==> src/rtl/iter_sequencer_pkg.sv <==
// Shared types and state encoding for the iteration sequencer.
package iter_seq_pkg;

    localparam int unsigned STATE_W = 2;

    localparam logic [STATE_W-1:0] ENC_IDLE = 2'd0;
    localparam logic [STATE_W-1:0] ENC_RUN  = 2'd1;
    localparam logic [STATE_W-1:0] ENC_FIN  = 2'd2;

    typedef enum logic [STATE_W-1:0] {
        IDLE = ENC_IDLE,
        RUN  = ENC_RUN,
        FIN  = ENC_FIN
    } state_t;

endpackage

==> src/rtl/iter_sequencer_if.sv <==
// Control/status bundle between a sequence requester and the iteration sequencer.
interface iter_sequencer_if #(
    parameter int unsigned WIDTH = 6
) ();

    logic             start;
    logic [WIDTH-1:0] len;
    logic             en;
    logic             abort;
    logic             busy;
    logic             step;
    logic             last;
    logic [WIDTH-1:0] idx;
    logic             done;
    logic             aborted;

    modport master (
        output start, len, en, abort,
        input  busy, step, last, idx, done, aborted
    );

    modport slave (
        input  start, len, en, abort,
        output busy, step, last, idx, done, aborted
    );

endinterface

==> src/rtl/iter_sequencer.sv <==
// Iteration sequencer: issues len_q gated step strobes per pass, one-shot or auto-reload.
module iter_sequencer
    import iter_seq_pkg::*;
#(
    parameter int unsigned WIDTH       = 6,
    parameter bit          AUTO_RELOAD = 1'b0
) (
    input  logic             clk,
    input  logic             rst,
    iter_sequencer_if.slave  bus
);

    state_t           state_q, state_d;
    logic [WIDTH-1:0] idx_q, idx_d;
    logic [WIDTH-1:0] len_q, len_d;
    logic             done_q, done_d;
    logic             aborted_q, aborted_d;

    logic             step_c;
    logic             at_last_c;

    // State, counter and pulse registers; synchronous reset wins over everything.
    always_ff @(posedge clk) begin
        if (rst) begin
            state_q   <= IDLE;
            idx_q     <= '0;
            len_q     <= '0;
            done_q    <= 1'b0;
            aborted_q <= 1'b0;
        end else begin
            state_q   <= state_d;
            idx_q     <= idx_d;
            len_q     <= len_d;
            done_q    <= done_d;
            aborted_q <= aborted_d;
        end
    end

    // Next-state, counter update and completion/abort pulse decode.
    always_comb begin
        state_d   = state_q;
        idx_d     = idx_q;
        len_d     = len_q;
        done_d    = 1'b0;
        aborted_d = 1'b0;

        step_c    = (state_q == RUN) & bus.en & ~bus.abort;
        at_last_c = (idx_q == (len_q - WIDTH'(1)));

        unique case (state_q)
            IDLE, FIN: begin
                // FIN is a single-cycle stop; both accept a new start.
                state_d = IDLE;
                if (bus.start) begin
                    if (bus.len != '0) begin
                        state_d = RUN;
                        len_d   = bus.len;
                        idx_d   = '0;
                    end else begin
                        // Empty request completes immediately with no steps.
                        state_d = FIN;
                        done_d  = 1'b1;
                    end
                end
            end
            RUN: begin
                if (bus.abort) begin
                    state_d   = IDLE;
                    idx_d     = '0;
                    aborted_d = 1'b1;
                end else if (bus.en) begin
                    if (at_last_c) begin
                        idx_d   = '0;
                        done_d  = 1'b1;
                        state_d = AUTO_RELOAD ? RUN : FIN;
                    end else begin
                        idx_d = idx_q + WIDTH'(1);
                    end
                end
            end
            default: begin
                state_d = IDLE;
                idx_d   = '0;
            end
        endcase
    end

    assign bus.busy    = (state_q == RUN);
    assign bus.step    = step_c;
    assign bus.last    = step_c & at_last_c;
    assign bus.idx     = idx_q;
    assign bus.done    = done_q;
    assign bus.aborted = aborted_q;

endmodule
==> src/flat_wrapper.sv <==
// flat-port wrapper written by rule: the top's interface ports become plain ports
module iter_sequencer_flat import iter_seq_pkg::*;
#(
    parameter int unsigned WIDTH       = 6,
    parameter bit          AUTO_RELOAD = 1'b0
)
  (clk, rst, bus_start, bus_len, bus_en, bus_abort, bus_busy, bus_step, bus_last, bus_idx, bus_done, bus_aborted);
  iter_sequencer_if #(.WIDTH(WIDTH)) bus_i ();
  input  logic clk;
  input  logic rst;
  input wire logic [$bits(bus_i.start)-1:0] bus_start;
  input wire logic [$bits(bus_i.len)-1:0] bus_len;
  input wire logic [$bits(bus_i.en)-1:0] bus_en;
  input wire logic [$bits(bus_i.abort)-1:0] bus_abort;
  output wire logic [$bits(bus_i.busy)-1:0] bus_busy;
  output wire logic [$bits(bus_i.step)-1:0] bus_step;
  output wire logic [$bits(bus_i.last)-1:0] bus_last;
  output wire logic [$bits(bus_i.idx)-1:0] bus_idx;
  output wire logic [$bits(bus_i.done)-1:0] bus_done;
  output wire logic [$bits(bus_i.aborted)-1:0] bus_aborted;
  assign bus_i.start = bus_start;
  assign bus_i.len = bus_len;
  assign bus_i.en = bus_en;
  assign bus_i.abort = bus_abort;
  assign bus_busy = bus_i.busy;
  assign bus_step = bus_i.step;
  assign bus_last = bus_i.last;
  assign bus_idx = bus_i.idx;
  assign bus_done = bus_i.done;
  assign bus_aborted = bus_i.aborted;
  iter_sequencer #(.WIDTH(WIDTH), .AUTO_RELOAD(AUTO_RELOAD)) u_core (.clk(clk), .rst(rst), .bus(bus_i));
endmodule
==> config.mk <==
export PLATFORM = sky130hd
export DESIGN_NAME = iter_sequencer_flat
export DESIGN_NICKNAME = d
export VERILOG_FILES = /design/src/rtl/iter_sequencer_pkg.sv /design/src/rtl/iter_sequencer_if.sv /design/src/rtl/iter_sequencer.sv /design/src/flat_wrapper.sv
export SDC_FILE = /design/constraint.sdc
export NUM_CORES = 1
export LEC_CHECK = 0
export ABC_AREA = 1
export BUFFER_PORTS_ARGS = -buffer_cell sky130_fd_sc_hd__buf_4
export CAP_MARGIN = 30
export CORE_MARGIN = 10
export CORE_UTILIZATION = 47
export CTS_BUF_LIST = sky130_fd_sc_hd__clkbuf_8 sky130_fd_sc_hd__clkbuf_16
export DETAILED_ROUTE_END_ITERATION = 16
export HOLD_SLACK_MARGIN = 0.12
export PLACE_DENSITY = 0.83
export SYNTH_ARGS = -nofsm -noshare
export SYNTH_HDL_FRONTEND = slang
export SYNTH_SLANG_ARGS = --single-unit
==> constraint.sdc <==
create_clock -name clk -period 1.5 [get_ports clk]
set_clock_uncertainty 0.1 [all_clocks]
set_input_delay 0.225 -clock clk [delete_from_list [all_inputs] [get_ports clk]]
set_output_delay 0.225 -clock clk [all_outputs]
set_load 0.005 [all_outputs]
==> flow_summary.ini, run 1 <==
[floorplan]
die_x_microns = 64.83
rows = 16
dieArea_sq_um = 4203
die_h_microns = 64.83
io_pins = 22
core_sq_um = 1942
start_util = 0.4865

[timing]
hold_ws_ns = 0.1576
worst_slack_ns = -0.5527
finalCritPeriodShare = 1.368
relSlewSlack = 0.7795
hold_violations = 0
worstMarginPinSlew_ns = 0.3300
finalSetupViolations = 11
min_period_ns = 2.053
rsz0062_at_grt = yes
fin_setup_tns_ns = -3.473
slew_viol_final = 0
fmax_mhz = 487.2

[critical_path]
arrival_ns = 1.73
r2r-end = u_core.bus.idx[2]
cp-end-kind = primary output
r2r-start = u_core.len_q[0]
path_max_fanout = 2
start_kind = flip-flop
ff2ff_path_depth = 14
crit_path_end = bus_last
crit_type = flip-flop to primary output
r2r_slack_ns = -0.34
worstSetupStartpoint = u_core.len_q[0]
required_ns = 1.17

[placement]
place_ws_ns = -0.1888
place_hpwl_mm = 1.985
gp_congestion = 0.8943
numPortBuffers = 21
dp_cells = 199

[yosys]
netlist_area_sq_um = 944.7
syn_inst = 140
synth_warnings = 0
ys_ff_latch = 16
synth_cell_types = 17
synth.net_count = 153
synth.avg_cell_area_sq_um = 6.748
ys_seq_area_frac = 0.3391

[global_route]
grt_max_degree = 12
antenna_found_initial = 0
grt_pass1_wl_mm = 4.836
grt_pass1_vias = 1108
grt_overflow_total = 0
grt.total_usage = 0.1410

[power_and_ir_drop]
p_leak_nw = 0.6769
powerDensity_nw_per_um2 = 861.5
power.total_mw = 1.190
ir_drop_mv = 0.8855

[finish]
fillers = 144
fin_nets = 195
syn_to_final_growth_pct = 46.22
antennaDiodeCount = 0
layout.cells.non_filler = 208
drive_above_1_share = 0.4365

[clocking]
clkLatencyLatePin_ns = 0.26
numClockSinks = 16
clock_path_buffers = 2
cts_max_level = 1
cts-buffers-inserted = 3
cts_tree = yes
root_buffer = clkbuf_8
path_clk_slew_ns = 0.07

[run_status]
outcome = finished with violations
violations = negative setup slack

[routing]
drc = 0
vias_per_cell = 5.389
routed_wl_mm = 3.511
ant_nets = 0
post_drt_wl_per_cell_microns = 16.88
dr_total_vias = 1121
drtIter0Drc = 70
first_pass_iters = 4

[hold_path]
hold_path.class = input pin to flip-flop

[flow_run]
maxCapViolations = 0
[flip-flops by register name (all words and copies together), names as in the netlist]
signal              flops
u_core.bus.done         1
u_core.bus.aborted      1
u_core.state_q          2
u_core.len_q            6
u_core.bus.idx          6
[how the worst min path moves through the flow]
stage                           from                  to  slack [ns]  depth (start not counted)
after floorplan                  rst     u_core.len_q[0]        0.19                          1
after global placement           rst     u_core.len_q[0]        0.32                          2
after detailed placement         rst     u_core.len_q[0]        0.32                          2
after CTS                  bus_abort  u_core.bus.aborted        0.13                          3
after global routing      bus_len[5]     u_core.len_q[5]        0.17                          3
final                     bus_len[5]     u_core.len_q[5]        0.16                          3
[through the flow]
stage,area (sq um),util
after floorplan,959.7,-
after global placement,1236,0.6366
after detailed placement,1236,0.6366
after CTS,1326,0.6830
after global routing,1381,0.7113
final,1381,0.7113
[report_power, final]
| part | switching (mW) | internal [mW] |
|---|---|---|
| registers | 0.0197 | 0.447 |
| clock network | 0.173 | 0.234 |
| logic | 0.186 | 0.131 |
[worst max-delay path, cell delays in order (launching register included)]
cell and delay [ns]:
dfxtp_2 0.35, inv_2 0.06, ha_4 0.27, inv_2 0.04, nand2_2 0.07, nand2_2 0.05, nor2_2 0.09, nand3_2 0.10
nor2_4 0.09, nand4_1 0.14, inv_1 0.11, buf_4 0.11
[what timing repair did]
action	4_1_cts	5_1_grt
setup endpoints to repair	11	11
gates resized for setup	7	11
hold endpoints to repair	4	0
setup buffers	9	4
pin swaps	4	3
hold buffers	1	0
[synthesized netlist by cell type (all sizes together)]
master | n | area (sq um)
inv | 25 | 93.84
xor2 | 6 | 52.55
buf | 1 | 5.000
o21ai | 5 | 25.02
nand4 | 5 | 31.28
nand3 | 13 | 80.08
ha | 2 | 25.02
a21oi | 8 | 40.04
nor2 | 21 | 113.9
dfxtp | 16 | 320.3
nand2 | 38 | 157.7
[per-layer routing]
layer / routed length [microns] / part of all wire / track usage / vias up
li1: - / - / - / 516
met1: 1320 / 0.38 / 0.1445 / 525
met2: 1819 / 0.52 / 0.2574 / 65
met3: 230 / 0.066 / 0.03093 / 15
met4: 140 / 0.040 / 0.08021 / 0
met5: 0 / 0 / 0 / -
[placed cells by master (no fill, tap or decap), drive strengths merged]
cell type / synthesis / layout
nor2: 21 / 21
clkbuf: 0 / 4
nand2: 38 / 38
nand3: 13 / 13
a21oi: 8 / 8
inv: 25 / 25
ha: 2 / 2
dlygate4sd3: 0 / 1
buf: 1 / 37
nand4: 5 / 5
dfxtp: 16 / 16
o21ai: 5 / 5
xor2: 6 / 6
[cell families after synthesis]
family / count (synthesis) / synth area share
adders and majority gates: 2 / 0.02649
DFF: 16 / 0.3391
AOI/OAI and AO/OA: 13 / 0.06887
xor gates and xnor gates: 6 / 0.05563
and+or+nand+nor: 77 / 0.4053
buffers and inverters: 26 / 0.1046
[area by class of cell]
cell class                 instances  area, sq um  share of cell area
multi-input combinational         98        575.6              0.4167
sequential                        16        327.8              0.2373
timing repair buffer              38        295.3              0.2138
inverter                          25        93.84             0.06794
clock buffer                       4        55.05             0.03986
tap                               27        33.78             0.02446
Power figures use the tool's default switching activity.
==> inputs of run 2 (changes only) <==
--- a/config.mk
+++ b/config.mk
@@ -8,12 +8,14 @@
 export ABC_AREA = 1
 export BUFFER_PORTS_ARGS = -buffer_cell sky130_fd_sc_hd__buf_4
 export CAP_MARGIN = 30
+export CELL_PAD_IN_SITES_DETAIL_PLACEMENT = 1
+export CELL_PAD_IN_SITES_GLOBAL_PLACEMENT = 1
 export CORE_MARGIN = 10
-export CORE_UTILIZATION = 47
+export CORE_UTILIZATION = 32
 export CTS_BUF_LIST = sky130_fd_sc_hd__clkbuf_8 sky130_fd_sc_hd__clkbuf_16
 export DETAILED_ROUTE_END_ITERATION = 16
 export HOLD_SLACK_MARGIN = 0.12
-export PLACE_DENSITY = 0.83
+export PLACE_DENSITY = 0.81
 export SYNTH_ARGS = -nofsm -noshare
 export SYNTH_HDL_FRONTEND = slang
 export SYNTH_SLANG_ARGS = --single-unit
==> flow_summary.ini, run 2 (same netlist as run 1, synthesis figures left out) <==
[run_status]
outcome = finished with violations
violations = negative setup slack

[placement]
place_area_sq_um = 1271
place_hpwl_mm = 2.542
gp_congestion = 0.7493
dp_cells = 207
numPortBuffers = 21

[global_route]
grt_max_degree = 12
grt_pass1_wl_mm = 5.457
grt.total_usage = 0.1269
grt_overflow_total = 0
grt_pass1_vias = 1185
antenna_found_initial = 0

[finish]
antennaDiodeCount = 0
syn_to_final_growth_pct = 46.89
drive_above_1_share = 0.4402
seqCellArea_sq_um = 324.1
final_common_cell = buf_4
fillers = 365
multi_input_area_sq_um = 565.5
fin_nets = 198
layout.cells.non_filler = 215
layout_common_cells = 40 x buf_4, 31 x nand2_1, 18 x inv_1
design_area_sq_um = 1388

[clocking]
path_clk_slew_ns = 0.07
cts-buffers-inserted = 3
numClockSinks = 16
cts_max_level = 1
clock_path_buffers = 2
clkLatencyLatePin_ns = 0.26
root_buffer = clkbuf_8
cts_tree = yes

[hold_path]
min_from = bus_abort
hold_path.class = input pin to flip-flop

[floorplan]
dieArea_sq_um = 5525
core_sq_um = 2781
rows = 19
start_util = 0.3396
die_x_microns = 74.33
die_h_microns = 74.33
io_pins = 22

[power_and_ir_drop]
powerDensity_nw_per_um2 = 849.5
p_leak_nw = 0.6862
ir_drop_mv = 0.6292

[timing]
worst_slack_ns = -0.4607
slew_viol_final = 0
relSlewSlack = 0.7879
rsz0062_at_grt = yes
hold_violations = 0
fmax_mhz = 510.0
finalCritPeriodShare = 1.307
finalSetupViolations = 10
min_period_ns = 1.961
worstMarginPinSlew_ns = 0.3148

[critical_path]
worstSetupStartpoint = u_core.len_q[0]
crit_chain = inv_2 > ha_4 > inv_2 > nand2_1 > nand2_1 > nor2_2 > nand3_2 > nor2_2 > nand4_1 > inv_1 > buf_4
arrival_ns = 1.64
slowest_stage = dfxtp_2
cp-end-kind = primary output
slowest_delay_ns = 0.34
required_ns = 1.17
start_kind = flip-flop
crit_type = flip-flop to primary output
r2r-start = u_core.len_q[0]
path_max_fanout = 2

[routing]
drc = 0
first_pass_iters = 4
routed_wl_mm = 3.249
ant_nets = 0
drtIter0Drc = 45
vias_per_cell = 4.884
dr_total_vias = 1050
post_drt_wl_per_cell_microns = 15.11

[flow_run]
maxCapViolations = 0
## run 2: worst max-delay path: cells and delay by family, from the launching register on
| kind | cells | cell delay, ns |
|---|---|---|
| simple gates | 6 | 0.49 |
| flops | 1 | 0.34 |
| buf+inv | 4 | 0.27 |
| fa+ha+maj | 1 | 0.27 |
## run 2: area by class of cell
type,count,share of cell area
Clock buffer,4,0.03968
Inverter,25,0.06763
Multi-Input combinational cell,98,0.4076
Sequential cell,16,0.2335
Tap cell,31,0.02795
Timing Repair Buffer,41,0.2236
## run 2: layer usage
| layer | share of wire | up-vias | GRT usage |
|---|---|---|---|
| met4 | 0.028 | 0 | 0.05894 |
| met1 | 0.38 | 498 | 0.1204 |
| li1 | - | 521 | - |
| met2 | 0.56 | 22 | 0.2491 |
| met3 | 0.036 | 9 | 0.02926 |
| met5 | 0 | - | 0 |
## run 2: stage by stage
step | hold slack [ns] | worst slack [ns] | TNS, ns | utilization | total power, mW
final | 0.1307 | -0.4607 | -2.758 | 0.4989 | 1.179
after global routing | 0.1275 | -0.5723 | -3.983 | 0.4989 | 1.248
after CTS | 0.1256 | -0.4416 | -2.455 | 0.4917 | 1.171
after detailed placement | 0.3306 | -0.1927 | -1.738 | 0.4570 | 0.7627
after global placement | 0.3165 | -0.1388 | -1.066 | 0.4570 | 0.7439
after floorplan | 0.1867 | -0.08041 | -0.5508 | - | 0.6397
## run 2: path summary, 6_finish.rpt
path | cells past startpoint | endpoint | slack [ns]
worst min register to register | 2 | u_core.bus.aborted | 0.42
worst min-delay path | 3 | u_core.bus.aborted | 0.13
worst max register to register | 14 | u_core.bus.idx[1] | -0.31
worst max-delay path | 11 | bus_last | -0.46
## run 2: timing repair
| item | CTS | global route |
|---|---|---|
| setup endpoints to repair | 11 | 13 |
| hold endpoints to repair | 4 | 0 |
| hold buffers | 1 | 0 |
| setup buffers | 2 | 1 |
| resized for setup | 6 | 6 |
| pin swaps | 4 | 3 |
## run 2: where the power goes
part           leakage [nW]  internal, mW  switching [mW]
Sequential            0.132         0.447          0.0171
Clock                0.0288         0.233           0.165
Combinational         0.526         0.135           0.181
Total                 0.686         0.816           0.363
==> inputs of run 3 (changes only) <==
--- a/config.mk
+++ b/config.mk
@@ -11,11 +11,11 @@
 export CELL_PAD_IN_SITES_DETAIL_PLACEMENT = 1
 export CELL_PAD_IN_SITES_GLOBAL_PLACEMENT = 1
 export CORE_MARGIN = 10
-export CORE_UTILIZATION = 32
+export CORE_UTILIZATION = 39
 export CTS_BUF_LIST = sky130_fd_sc_hd__clkbuf_8 sky130_fd_sc_hd__clkbuf_16
 export DETAILED_ROUTE_END_ITERATION = 16
 export HOLD_SLACK_MARGIN = 0.12
-export PLACE_DENSITY = 0.81
+export PLACE_DENSITY = 0.91
 export SYNTH_ARGS = -nofsm -noshare
 export SYNTH_HDL_FRONTEND = slang
 export SYNTH_SLANG_ARGS = --single-unit
==> constraint.sdc (replaced) <==
create_clock -name clk -period 2.4 [get_ports clk]
set_clock_uncertainty 0.1 [all_clocks]
set_input_delay 0.36 -clock clk [delete_from_list [all_inputs] [get_ports clk]]
set_output_delay 0.36 -clock clk [all_outputs]
set_load 0.005 [all_outputs]
==> flow_summary.ini, run 3 (same netlist as run 1, synthesis figures left out) <==
[finish]
layout_common_cells = 34 x nand2_1, 22 x inv_1, 22 x buf_4
antennaDiodeCount = 0
fin_nets = 179
design_area_sq_um = 1197
fin_util = 0.5311
drive_above_1_share = 0.3030
layout.cells.non_filler = 193
final_common_cell = nand2_1
syn_to_final_growth_pct = 26.76

[critical_path]
crit_path_end = bus_last
crit_type = flip-flop to primary output
cp-end-kind = primary output
required_ns = 1.94
start_kind = flip-flop
arrival_ns = 1.85
r2r-end = u_core.bus.done
r2r-start = u_core.len_q[0]
r2r_slack_ns = 0.50
path_max_fanout = 6
ff2ff_path_depth = 11
worstSetupStartpoint = u_core.len_q[0]

[floorplan]
rows = 17
io_pins = 22
core_sq_um = 2255
die_x_microns = 69.22
die_h_microns = 69.22
dieArea_sq_um = 4791
start_util = 0.4190

[placement]
place_area_sq_um = 1132
gp_congestion = 0.8693
place_hpwl_mm = 2.367
place_ws_ns = 0.3824
numPortBuffers = 21
dp_cells = 188

[run_status]
outcome = finished clean

[timing]
relSlewSlack = 0.7605
hold_violations = 0
worstMarginPinSlew_ns = 0.3583
worst_slack_ns = 0.08912
fmax_mhz = 432.7
slew_viol_final = 0
finalSetupViolations = 0
hold_ws_ns = 0.1974
fin_setup_tns_ns = 0
finalCritPeriodShare = 0.9629
min_period_ns = 2.311

[routing]
first_pass_iters = 4
dr_total_vias = 1010
drc = 0
ant_nets = 0
drtIter0Drc = 70
post_drt_wl_per_cell_microns = 16.10
routed_wl_mm = 3.108
vias_per_cell = 5.233

[clocking]
cts_tree = yes
clock_path_buffers = 2
cts_max_level = 1
clkLatencyLatePin_ns = 0.26
path_clk_slew_ns = 0.07
root_buffer = clkbuf_8
numClockSinks = 16
cts-buffers-inserted = 3

[global_route]
grt_pass1_vias = 1087
antenna_found_initial = 0
grt_overflow_total = 0
grt_max_degree = 12
grt_pass1_wl_mm = 5.133
grt.total_usage = 0.1272

[power_and_ir_drop]
intPower_uw = 482.1
switching_power_uw = 219.7
power_frac_seq = 0.418
ir_drop_mv = 0.3373
powerDensity_nw_per_um2 = 586.1
p_comb_frac = 0.224
p_leak_nw = 0.5873
clkPwrFrac = 0.358
swShare = 0.3131
power.total_uw = 701.8

[flow_run]
maxCapViolations = 0

[hold_path]
hold_path.class = input pin to flip-flop
## run 3: cell types whose count changed in the layout (fill, tap and decap cells not counted), sizes merged
cell / delta
dlygate4sd3: -1
buf: -18
## run 3: routing by layer
metal | global-route usage | up-vias | share of wire
met5 | 0 | - | 0
met4 | 0.05765 | 0 | 0.030
met3 | 0.02425 | 9 | 0.048
met2 | 0.2278 | 32 | 0.52
met1 | 0.1392 | 481 | 0.40
li1 | - | 488 | -
## run 3: power groups by stage
| stage | clock [mW] | combinational (mW) | sequential (mW) |
|---|---|---|---|
| 6_report | 0.251 | 0.157 | 0.293 |
| 3_3_place_gp | 0 | 0.142 | 0.297 |
| 4_1_cts | 0.254 | 0.156 | 0.292 |
| 2_1_floorplan | 0 | 0.101 | 0.295 |
| 5_1_grt | 0.264 | 0.179 | 0.295 |
| 3_5_place_dp | 0 | 0.152 | 0.298 |
## run 3: area by class of cell
type	instances	area [sq um]
fill	318	1057
multi-input combinational	98	525.5
sequential	16	322.8
timing repair buffer	22	165.2
inverter	25	93.84
clock buffer	4	55.05
tap	28	35.03
## run 3: critical path, cell delays in order, from the launching register on
cell	delay (ns)
dfxtp_2	0.35
inv_2	0.07
ha_1	0.31
inv_1	0.05
nand2_1	0.09
nand2_1	0.08
nor2_2	0.12
nand3_2	0.08
nor2_2	0.13
nand4_1	0.13
inv_1	0.08
buf_4	0.11
## run 3: worst min-delay path by stage
stage                     from               to  slack [ns]  cells after the start
5_1_grt                    rst  u_core.len_q[0]        0.21                      2
2_1_floorplan              rst  u_core.bus.done        0.33                      1
6_report                   rst  u_core.len_q[0]        0.20                      2
3_5_place_dp   u_core.len_q[5]  u_core.len_q[5]        0.40                      2
4_1_cts                    rst  u_core.len_q[0]        0.20                      2
3_3_place_gp   u_core.len_q[5]  u_core.len_q[5]        0.38                      2
## run 3: timing repair
item,in CTS,in global routing
gates resized for setup,0,2
hold buffers,0,0
buffers inserted,0,1
endpoints found under the hold margin,0,0
endpoints found under the setup margin,0,1
